### src/rtl/maple_stim_pkg.sv
// Shared types and helpers for the AXI4-Stream stimulus generator: FSM state
// encoding, pattern mode encoding and the 32-bit Galois LFSR step.
package maple_stim_pkg;

  typedef enum logic [1:0] {
    ST_IDLE = 2'd0,
    ST_SEND = 2'd1,
    ST_GAP  = 2'd2,
    ST_FIN  = 2'd3
  } state_t;

  typedef enum logic {
    MODE_INC  = 1'b0,
    MODE_LFSR = 1'b1
  } mode_t;

  // Right-shifting Galois form of x^32 + x^22 + x^2 + x + 1.
  localparam logic [31:0] LFSR_POLY = 32'h8020_0003;

  function automatic logic [31:0] lfsr_step(input logic [31:0] s);
    lfsr_step = s[0] ? ((s >> 1) ^ LFSR_POLY) : (s >> 1);
  endfunction

  // An all-zero LFSR state would lock up, so a zero seed becomes 1.
  function automatic logic [31:0] lfsr_seed_fix(input logic [31:0] s);
    lfsr_seed_fix = (s == 32'd0) ? 32'd1 : s;
  endfunction

endpackage

### src/rtl/stim_lfsr32.sv
// 32-bit Galois LFSR with synchronous load (zero seed forced to 1) and
// per-cycle advance enable. Only built when AXIS_PKT_GEN_LFSR_EN is defined.
module stim_lfsr32
  import maple_stim_pkg::*;
(
  input  logic        aclk,
  input  logic        areset,
  input  logic        load,
  input  logic [31:0] seed,
  input  logic        advance,
  output logic [31:0] state
);

  always_ff @(posedge aclk or posedge areset) begin
    if (areset) begin
      state <= 32'd1;
    end else if (load) begin
      state <= lfsr_seed_fix(seed);
    end else if (advance) begin
      state <= lfsr_step(state);
    end
  end

endmodule

### src/rtl/axis_pkt_gen.sv
// AXI4-Stream packet generator: programmable length, count, gap and pattern.
// Define AXIS_PKT_GEN_LFSR_EN to build the LFSR pattern selected by cfg_mode.
module axis_pkt_gen
  import maple_stim_pkg::*;
#(
  parameter int TDATA_WIDTH    = 8,
  parameter int LEN_WIDTH      = 8,
  parameter int NPKT_WIDTH     = 16,
  parameter int GAP_WIDTH      = 8,
  parameter int BEAT_CNT_WIDTH = 32
) (
  input  logic                      aclk,
  input  logic                      areset,
  input  logic                      start,
  input  logic [LEN_WIDTH-1:0]      cfg_len,
  input  logic [NPKT_WIDTH-1:0]     cfg_npkt,
  input  logic [GAP_WIDTH-1:0]      cfg_gap,
  input  logic                      cfg_mode,
  input  logic [31:0]               cfg_seed,
  output logic                      busy,
  output logic                      done,
  output logic [BEAT_CNT_WIDTH-1:0] beats_sent,
  output logic [TDATA_WIDTH-1:0]    m_axis_tdata,
  output logic [TDATA_WIDTH/8-1:0]  m_axis_tstrb,
  output logic                      m_axis_tlast,
  output logic                      m_axis_tvalid,
  input  logic                      m_axis_tready,
  output logic [1:0]                state_dbg
);

  // Stream handshake: a beat transfers on a rising edge where tvalid and tready
  // are both high; tvalid, tdata and tlast only change after that transfer.
  localparam logic [LEN_WIDTH-1:0]      LEN_ONE  = 1;
  localparam logic [NPKT_WIDTH-1:0]     NPKT_ONE = 1;
  localparam logic [GAP_WIDTH-1:0]      GAP_ONE  = 1;
  localparam logic [BEAT_CNT_WIDTH-1:0] BEAT_ONE = 1;
  localparam logic [TDATA_WIDTH-1:0]    DATA_ONE = 1;

  state_t                  state;
  logic [LEN_WIDTH-1:0]    len_q, beat_idx, beat_nxt, len_eff;
  logic [NPKT_WIDTH-1:0]   npkt_q, pkt_idx;
  logic [GAP_WIDTH-1:0]    gap_q, gap_cnt;
  logic [TDATA_WIDTH-1:0]  seed_data, data_nxt;
  logic                    last_pkt;

  assign len_eff   = (cfg_len == '0) ? LEN_ONE : cfg_len;
  assign beat_nxt  = beat_idx + LEN_ONE;
  assign last_pkt  = ((pkt_idx + NPKT_ONE) == npkt_q);
  assign state_dbg = state;

`ifdef AXIS_PKT_GEN_LFSR_EN
  mode_t       mode_q;
  logic [31:0] lfsr_state, lfsr_nxt, seed_fix;
  logic        lfsr_load, unused_lfsr;

  assign lfsr_load = (state == ST_IDLE) && start;
  assign lfsr_nxt  = lfsr_step(lfsr_state);
  assign seed_fix  = lfsr_seed_fix(cfg_seed);

  stim_lfsr32 u_lfsr (
    .aclk    (aclk),
    .areset  (areset),
    .load    (lfsr_load),
    .seed    (cfg_seed),
    .advance (m_axis_tvalid & m_axis_tready),
    .state   (lfsr_state)
  );

  assign seed_data = (mode_t'(cfg_mode) == MODE_LFSR) ? seed_fix[TDATA_WIDTH-1:0]
                                                       : cfg_seed[TDATA_WIDTH-1:0];
  assign data_nxt  = (mode_q == MODE_LFSR) ? lfsr_nxt[TDATA_WIDTH-1:0]
                                            : m_axis_tdata + DATA_ONE;
  assign unused_lfsr = ^{lfsr_nxt, seed_fix};

  always_ff @(posedge aclk or posedge areset) begin
    if (areset) begin
      mode_q <= MODE_INC;
    end else if (lfsr_load) begin
      mode_q <= mode_t'(cfg_mode);
    end
  end
`else
  logic unused_cfg;
  assign seed_data  = cfg_seed[TDATA_WIDTH-1:0];
  assign data_nxt   = m_axis_tdata + DATA_ONE;
  assign unused_cfg = ^{cfg_mode, cfg_seed};
`endif

  always_ff @(posedge aclk or posedge areset) begin
    if (areset) begin
      state         <= ST_IDLE;
      len_q         <= '0;
      npkt_q        <= '0;
      gap_q         <= '0;
      beat_idx      <= '0;
      pkt_idx       <= '0;
      gap_cnt       <= '0;
      busy          <= 1'b0;
      done          <= 1'b0;
      beats_sent    <= '0;
      m_axis_tdata  <= '0;
      m_axis_tstrb  <= '0;
      m_axis_tlast  <= 1'b0;
      m_axis_tvalid <= 1'b0;
    end else begin
      done <= 1'b0;
      case (state)
        ST_IDLE: begin
          if (start) begin
            len_q        <= len_eff;
            npkt_q       <= cfg_npkt;
            gap_q        <= cfg_gap;
            beat_idx     <= '0;
            pkt_idx      <= '0;
            m_axis_tdata <= seed_data;
            m_axis_tlast <= (len_eff == LEN_ONE);
            if (cfg_npkt == '0) begin
              state <= ST_FIN;
              done  <= 1'b1;
            end else begin
              state         <= ST_SEND;
              busy          <= 1'b1;
              m_axis_tvalid <= 1'b1;
              m_axis_tstrb  <= '1;
            end
          end
        end
        ST_SEND: begin
          if (m_axis_tready) begin
            beats_sent   <= beats_sent + BEAT_ONE;
            m_axis_tdata <= data_nxt;
            if (m_axis_tlast) begin
              beat_idx     <= '0;
              pkt_idx      <= pkt_idx + NPKT_ONE;
              m_axis_tlast <= (len_q == LEN_ONE);
              if (last_pkt) begin
                state         <= ST_FIN;
                busy          <= 1'b0;
                done          <= 1'b1;
                m_axis_tvalid <= 1'b0;
                m_axis_tstrb  <= '0;
              end else if (gap_q != '0) begin
                state         <= ST_GAP;
                gap_cnt       <= gap_q;
                m_axis_tvalid <= 1'b0;
                m_axis_tstrb  <= '0;
              end
            end else begin
              beat_idx     <= beat_nxt;
              m_axis_tlast <= (beat_nxt == (len_q - LEN_ONE));
            end
          end
        end
        ST_GAP: begin
          if (gap_cnt == GAP_ONE) begin
            state         <= ST_SEND;
            m_axis_tvalid <= 1'b1;
            m_axis_tstrb  <= '1;
          end else begin
            gap_cnt <= gap_cnt - GAP_ONE;
          end
        end
        default: state <= ST_IDLE;
      endcase
    end
  end

endmodule

### config.mk
export PLATFORM = sky130hd
export DESIGN_NAME = axis_pkt_gen
export DESIGN_NICKNAME = d
export VERILOG_FILES = /design/src/rtl/maple_stim_pkg.sv /design/src/rtl/stim_lfsr32.sv /design/src/rtl/axis_pkt_gen.sv
export SDC_FILE = /design/constraint.sdc
export NUM_CORES = 1
export LEC_CHECK = 0
export ABC_AREA = 1
export ABC_CLOCK_PERIOD_IN_PS = 4500
export BUFFER_PORTS_ARGS = -buffer_cell sky130_fd_sc_hd__buf_2
export CORE_UTILIZATION = 25
export CTS_BUF_LIST = sky130_fd_sc_hd__clkbuf_4 sky130_fd_sc_hd__clkbuf_8
export DETAILED_ROUTE_END_ITERATION = 6
export SYNTH_ARGS = -nofsm -noshare
export SYNTH_HDL_FRONTEND = slang
export SYNTH_SLANG_ARGS = --single-unit
### constraint.sdc
create_clock -name aclk -period 4.5 [get_ports aclk]
set_input_delay 0.9 -clock aclk [delete_from_list [all_inputs] [get_ports aclk]]
set_output_delay 0.9 -clock aclk [all_outputs]
set_load 0.02 [all_outputs]
==> impl_results.md, run 1 <==
- Core area: 0.0252 mm2
- Clock share of power: 0.359
- Post-synthesis async set-or-reset flop share: 1.00
- Crit share post-route: 0.639
- Post-DP HPWL: 12,400 um
- Total clock sinks: 110
- VDD IR max: 0.127 mV
- Syn_nets: 909
- Layout Skew: 0.0192 ns
- Worst Tran Pin Value: 0.980 ns
- Cell taking the most area after synthesis: dfrtp_1
- Syn_area_per_cell: 7.70 um2
- Antenna-violating nets left: 0
- Initial Utilization: 0.254
- Layout cells sized above 1: 0.164
- CP arrival: 3.16 ns
- Critical path type: reg -> reg
- Placed cell areas: 0.00725 mm2
- Pwr dens: 238 mW/mm2
- Setup tns final: 0 ns
- Outcome: complete, no violations
- Post-Syn Instances: 832
- CP max FO: 20
- Sequential power share: 0.572
- Share of the synthesized area in the top cell type: 0.430
- Die X: 162 um
- Cts hold-fix bufs: 0
- DIE AREA: 0.0263 mm2
- MaxCap Viol Count: 0
- Resized Gates After CTS: 0
- Max Freq: 348 MHz
- Clk slew on worst S/H paths: 0.11 ns
- Port bufs: 90
- Comb pwr share: 0.069
- RSZ-0062 raised after global routing: false
- Fillers: 2,705
- Type of origin of the critical path: register
- Final cell count without fillers: 1,260
- Initial antenna violation count: 2
- Cell with the most instances after synthesis: nand2_1
- Post-CTS Setup Inserts: 0
- Switching pwr: 465 uW
- Sequential cell area fraction in the yosys report: 0.430
- Pin count of the biggest net entering global routing: 78
- EDFF count, synth: 0
- Synth Cell Area: 0.00640 mm2
- Hold crit path type: reg -> reg
- Vias in the first global route: 5,385
- Area Growth Syn to Fin: 16.5%
- Vias: 5,688
- Via density: 4.51
- Register Area: 0.00275 mm2
- Final hold viol count: 0
- Leak Pwr: 0.00379 uW
- Drt drc: 0
- Cts bufs inserted: 9
- Switching share of power: 0.262
- Htree depth: 3
- First-pass GRT wire length: 27,300 um
- Int Power: 1310 uW
- Slew margin rel.: 0.347
- Slew Viols, Final: 0
- Synth Warn #: 0
- Final WL: 16,500 um
- Worst path required time: 4.79 ns
- GPL Wtd Cong: 0.831
- First-pass iteration count of the detailed router: 5
- Nets: 1,001
- Worst reg2reg path depth: 12
- Element type at the critical path end: register
- Placed Cells: 1,243
- Min Tclk post-route: 2.88 ns
- Distinct cells, synth: 42
- Routed len/inst: 13.1 um
- Area contributors post-synth: dfrtp_1, nand2_1, inv_1, nand3_1, xor2_1
- Clock Latency Late Sink: 0.40 ns
- Seq cells post-synth: 110
- Drt initial violations: 313
- Post-route design area: 0.00746 mm2
- FP Rows: 58
- Top FF cell, synth: dfrtp_1
- GRT Total Usage: 0.131
- Global route overflow: 0
- # IOs: 116
- Area of the multi-input gates: 0.00317 mm2
- Commonest cells in the netlist: nand2_1, dfrtp_1, inv_1
- Die Ht: 162 um
- Hold Path Stages: 2
- Bufs on Longest Clock Path: 2
- # setup viols final: 0
- CTS tree: yes
- Root cell of the clock tree: clkbuf_8
routing by layer:
layer / wire, um / track usage / up-vias / share of wire
li1: - / - / 2899 / -
met1: 7840 / 0.173 / 2660 / 0.47
met2: 7620 / 0.215 / 116 / 0.46
met3: 912 / 0.0342 / 11 / 0.055
met4: 130 / 0.0287 / 2 / 0.0079
met5: 13 / 0 / - / 0.00079
layout make-up:
class,count,area share
sequential,110,0.369
clock buffer,9,0.0166
clock inverter,7,0.0109
antenna,1,0.000336
multi-input combinational,596,0.424
tap,330,0.0554
timing repair buffer,96,0.0664
inverter,111,0.0569
critical path, cell delays in order (launching register included):
cell and delay, ns:
dfrtp_1 0.49, inv_2 0.08, nor2_4 0.11, inv_4 0.11, nor2_8 0.21, inv_4 0.09
nand2_1 0.07, buf_4 0.23, inv_1 0.25, nor2_1 0.15, buf_4 0.26, nand2_1 0.38
o31ai_1 0.33
power groups by stage:
stage	sequential [uW]	clock (uW)	combinational, uW
final	1010	636	122
after floorplan	1040	0	72.4
after CTS	1010	676	126
after global routing	1020	708	142
after global placement	1030	0	123
after detailed placement	1030	0	125
kinds of logic (layout without fill, tap and decap cells):
logic type / after synthesis / after routing / share of synthesized area
flip-flops: 110 / 110 / 0.430
XOR/XNOR: 52 / 52 / 0.0711
AND/OR/NAND/NOR: 437 / 437 / 0.318
AO/OA/AOI/OAI: 96 / 96 / 0.0838
other: 0 / 1 / 0
multiplexers: 3 / 3 / 0.00528
buffers and inverters: 126 / 223 / 0.0760
adder cells (fa/ha/maj): 8 / 8 / 0.0156
per-stage QoR:
| step | power (uW) | utilization | hold slack [ns] | worst slack (ns) |
|---|---|---|---|---|
| final | 1770 | 0.296 | 0.485 | 1.62 |
| after global routing | 1870 | 0.296 | 0.517 | 1.26 |
| after CTS | 1820 | 0.296 | 0.488 | 1.58 |
| after detailed placement | 1160 | 0.288 | 0.463 | 1.29 |
| after global placement | 1160 | 0.288 | 0.460 | 1.30 |
| after floorplan | 1110 | - | 0.442 | 0.698 |
sequential cells by signal, indices dropped and copies added, names as in the netlist, 2 cells and up:
register,count
pkt_idx,16
state_dbg,2
len_q,8
m_axis_tdata,8
npkt_q,16
beats_sent,32
beat_idx,8
gap_q,8
gap_cnt,8
worst paths after layout:
path / start / to / slack [ns]
max: state_dbg[0]$_DFFE_PP0P_ / pkt_idx[2]$_DFFE_PP0P_ / 1.62
min: gap_cnt[1]$_DFFE_PP0P_ / gap_cnt[1]$_DFFE_PP0P_ / 0.48
max reg2reg: state_dbg[0]$_DFFE_PP0P_ / pkt_idx[2]$_DFFE_PP0P_ / 1.62
min reg2reg: gap_cnt[1]$_DFFE_PP0P_ / gap_cnt[1]$_DFFE_PP0P_ / 0.48
max in group asynchronous: areset / len_q[1]$_DFFE_PP0P_ / 2.93
min in group asynchronous: areset / beats_sent[29]$_DFFE_PP0P_ / 0.72
cell usage in the layout, fill, tap and decap left out, drive strengths merged, types with 18 or more instances in the layout:
cell type,n
nor2,85
o21ai,50
buf,96
inv,113
xor2,39
nand3,76
a21oi,18
nand2,212
nand4,33
dfrtp,110
o22ai,18
Note: power is estimated with default switching activity, not from simulation.
==> inputs of run 2 (changes only) <==
--- a/config.mk
+++ b/config.mk
@@ -6,7 +6,7 @@
 export NUM_CORES = 1
 export LEC_CHECK = 0
 export ABC_AREA = 1
-export ABC_CLOCK_PERIOD_IN_PS = 4500
+export ABC_CLOCK_PERIOD_IN_PS = 2600
 export BUFFER_PORTS_ARGS = -buffer_cell sky130_fd_sc_hd__buf_2
 export CORE_UTILIZATION = 25
 export CTS_BUF_LIST = sky130_fd_sc_hd__clkbuf_4 sky130_fd_sc_hd__clkbuf_8
==> constraint.sdc (replaced) <==
create_clock -name aclk -period 2.6 [get_ports aclk]
set_input_delay 0.52 -clock aclk [delete_from_list [all_inputs] [get_ports aclk]]
set_output_delay 0.52 -clock aclk [all_outputs]
set_load 0.02 [all_outputs]
==> run 2 against run 1 <==
  * Via count decreased by 0.26%
  * Worst hold slack got worse by 0.27 ns
  * Cell count increased by 0.48%
  * Largest power group unchanged
==> impl_results.md, run 2 (synthesized netlist as in run 1, its figures left out) <==
- Outcome: complete, no violations
- Leak Pwr: 0.00382 uW (+0.91%)
- Port bufs: 90 (unchanged)
- Fillers: 2,716 (+0.41%)
- Root cell of the clock tree: clkbuf_8
- Slew margin rel.: 0.508 (+0.161)
- Worst Tran Pin Value: 0.739 ns (-0.241 ns)
- Final hold viol count: 0 (unchanged)
- Cell family with most CP delay: simple AND/OR/NAND/NOR gates
- Antenna-violating nets left: 0 (unchanged)
- Die Ht: 162 um (unchanged)
- Total clock sinks: 110 (unchanged)
- Min Tclk post-route: 2.34 ns (-0.535 ns)
- Biggest regs: beats_sent x32, npkt_q x16, pkt_idx x16
- Htree depth: 3 (unchanged)
- Global route overflow: 0 (unchanged)
- Die X: 162 um (unchanged)
- Worst reg2reg path depth: 15 (+3)
- Vias in the first global route: 5,466 (+1.5%)
- # IOs: 116 (unchanged)
- Critical path type: reg -> reg
- Max Freq: 427 MHz (+23%)
- Core area: 0.0252 mm2 (unchanged)
- Vias: 5,673 (-0.26%)
- Clk slew on worst S/H paths: 0.11 ns (about the same)
- Via density: 4.48 (-0.74%)
- Bufs on Longest Clock Path: 2 (unchanged)
- Layout Skew: 0.0118 ns (-0.00738 ns)
- Final WL: 16,500 um (-0.36%)
- Slew Viols, Final: 0 (unchanged)
- R2R Path Start: pkt_idx[0]$_DFFE_PP0P_
- First-pass GRT wire length: 27,200 um (-0.28%)
- CP Cell Sequence: ha_1 -> nand2_1 -> nor2_4 -> buf_4 -> buf_4 -> nand3_1 -> nand2_1 -> nand3_1 -> nand2_1 -> inv_1 -> nor2_2 -> nand3_4 -> nand2_4 -> nand2_1 -> nand2_1
- Setup tns final: 0 ns (unchanged)
- DIE AREA: 0.0263 mm2 (unchanged)
- Drt initial violations: 281 (-10%)
- Final design utilization: 0.299 (+0.00238)
- GPL Wtd Cong: 0.847 (+1.9%)
- Pin count of the biggest net entering global routing: 111 (+42%)
- Hold crit path type: in -> async
- RSZ-0062 raised after global routing: false
- First-pass iteration count of the detailed router: 5 (unchanged)
- VDD IR max: 0.286 mV (+130%)
- CP arrival: 2.66 ns (-0.50 ns)
- Initial Utilization: 0.254 (unchanged)
- Pwr dens: 410 mW/mm2 (+73%)
- Element type at the critical path end: register
- CTS tree: yes
- Slowest CP cell: dfrtp_1
- Area of the multi-input gates: 0.00317 mm2 (about the same)
- Worst path required time: 2.92 ns (-1.87 ns)
- Drt drc: 0 (unchanged)
- Post-Place Worst Slack: 0.239 ns (-1.05 ns)
- MaxCap Viol Count: 0 (unchanged)
- CP max FO: 10 (-50%)
- FP Rows: 58 (unchanged)
- Post-DP HPWL: 12,100 um (-2.1%)
- Max reg flops: 32 (unchanged)
- Initial antenna violation count: 0 (-2)
- R2r setup slk: 0.26 ns (-1.36 ns)
- Type of origin of the critical path: register
- Crit share post-route: 0.900 (+0.261)
- # setup viols final: 0 (unchanged)
- Layout cells sized above 1: 0.170 (+0.00644)
- Reg2reg end: gap_cnt[0]$_DFFE_PP0P_
- GRT Total Usage: 0.130 (-0.000862)
- Leading cell type in the layout, fill and taps excluded: nand2_1
- Crit-path max cell delay: 0.42 ns (-0.07 ns)
- Buffers and inverters on the worst path: 3 (-3)
- Post-route setup slack: 0.260 ns (-1.36 ns)
- Register Area: 0.00275 mm2 (unchanged)
- Routed len/inst: 13.0 um (-0.83%)
- Biggest register: beats_sent
- Most frequent cells in the layout: nand2_1, dfrtp_1, inv_1
- Crit path top cell by count: nand2_1
- Nets: 1,007 (+0.60%)
- Area Growth Syn to Fin: 17.4%
- Cts bufs inserted: 9 (unchanged)
- Clock Latency Late Sink: 0.39 ns (about the same)
==> run 2: cell count changes in the layout (fill, tap and decap cells not counted), sizes merged <==
cell | before | now
clkbuf | 9 | 10
clkinv | 3 | 2
buf | 96 | 102
==> run 2: worst min-delay path, cell delays in order <==
cell	delay (ns)
buf_2	0.11
clkinvlp_4	0.07
buf_12	0.34
==> run 2: worst max path at each step <==
stage / startpoint / endpoint / cells past startpoint / slack [ns]
2_1_floorplan: state_dbg[0]$_DFFE_PP0P_ / beats_sent[30]$_DFFE_PP0P_ / 12 / 0.56
3_3_place_gp: pkt_idx[0]$_DFFE_PP0P_ / gap_cnt[0]$_DFFE_PP0P_ / 15 / 0.29
3_5_place_dp: pkt_idx[0]$_DFFE_PP0P_ / gap_cnt[6]$_DFFE_PP0P_ / 15 / 0.24
4_1_cts: pkt_idx[0]$_DFFE_PP0P_ / gap_cnt[0]$_DFFE_PP0P_ / 15 / 0.21
5_1_grt: pkt_idx[0]$_DFFE_PP0P_ / gap_cnt[0]$_DFFE_PP0P_ / 15 / 0.02
6_report: pkt_idx[0]$_DFFE_PP0P_ / gap_cnt[0]$_DFFE_PP0P_ / 15 / 0.26
==> run 2: layout make-up <==
type / instances / share of cell area
inverters: 111 / 0.0566
well taps: 330 / 0.0549
clock inverters: 6 / 0.00882
multi-input cells: 596 / 0.421
clock buffers: 10 / 0.0183
diodes: 1 / 0.000333
flip-flops and latches: 110 / 0.366
repair buffers: 102 / 0.0736
==> run 2: per-stage QoR <==
stage	instances	area [um2]	power, uW	hold WS, ns
2_1_floorplan	832	6410	1920	0.442
3_3_place_gp	1247	7290	2000	0.462
3_5_place_dp	1247	7290	2000	0.478
4_1_cts	1263	7500	3150	0.316
5_1_grt	1265	7520	3240	0.338
6_report	1266	7520	3080	0.220
==> run 2: timing repair <==
action	CTS	global route
buffers inserted	0	2
hold buffers	0	0
gates resized for setup	0	2
setup endpoints to repair	0	8
==> run 2: power by group <==
part,internal [uW],switching [uW],total (uW)
clock network,480,638,1120
logic,74.3,135,209
registers,1730,24.7,1760
==> run 2: per-layer routing <==
layer,global-route usage,vias up,wire length [um]
li1,-,2916,-
met1,0.174,2621,7990
met2,0.210,125,7400
met3,0.0332,11,919
met4,0.0317,0,143
met5,0,-,0
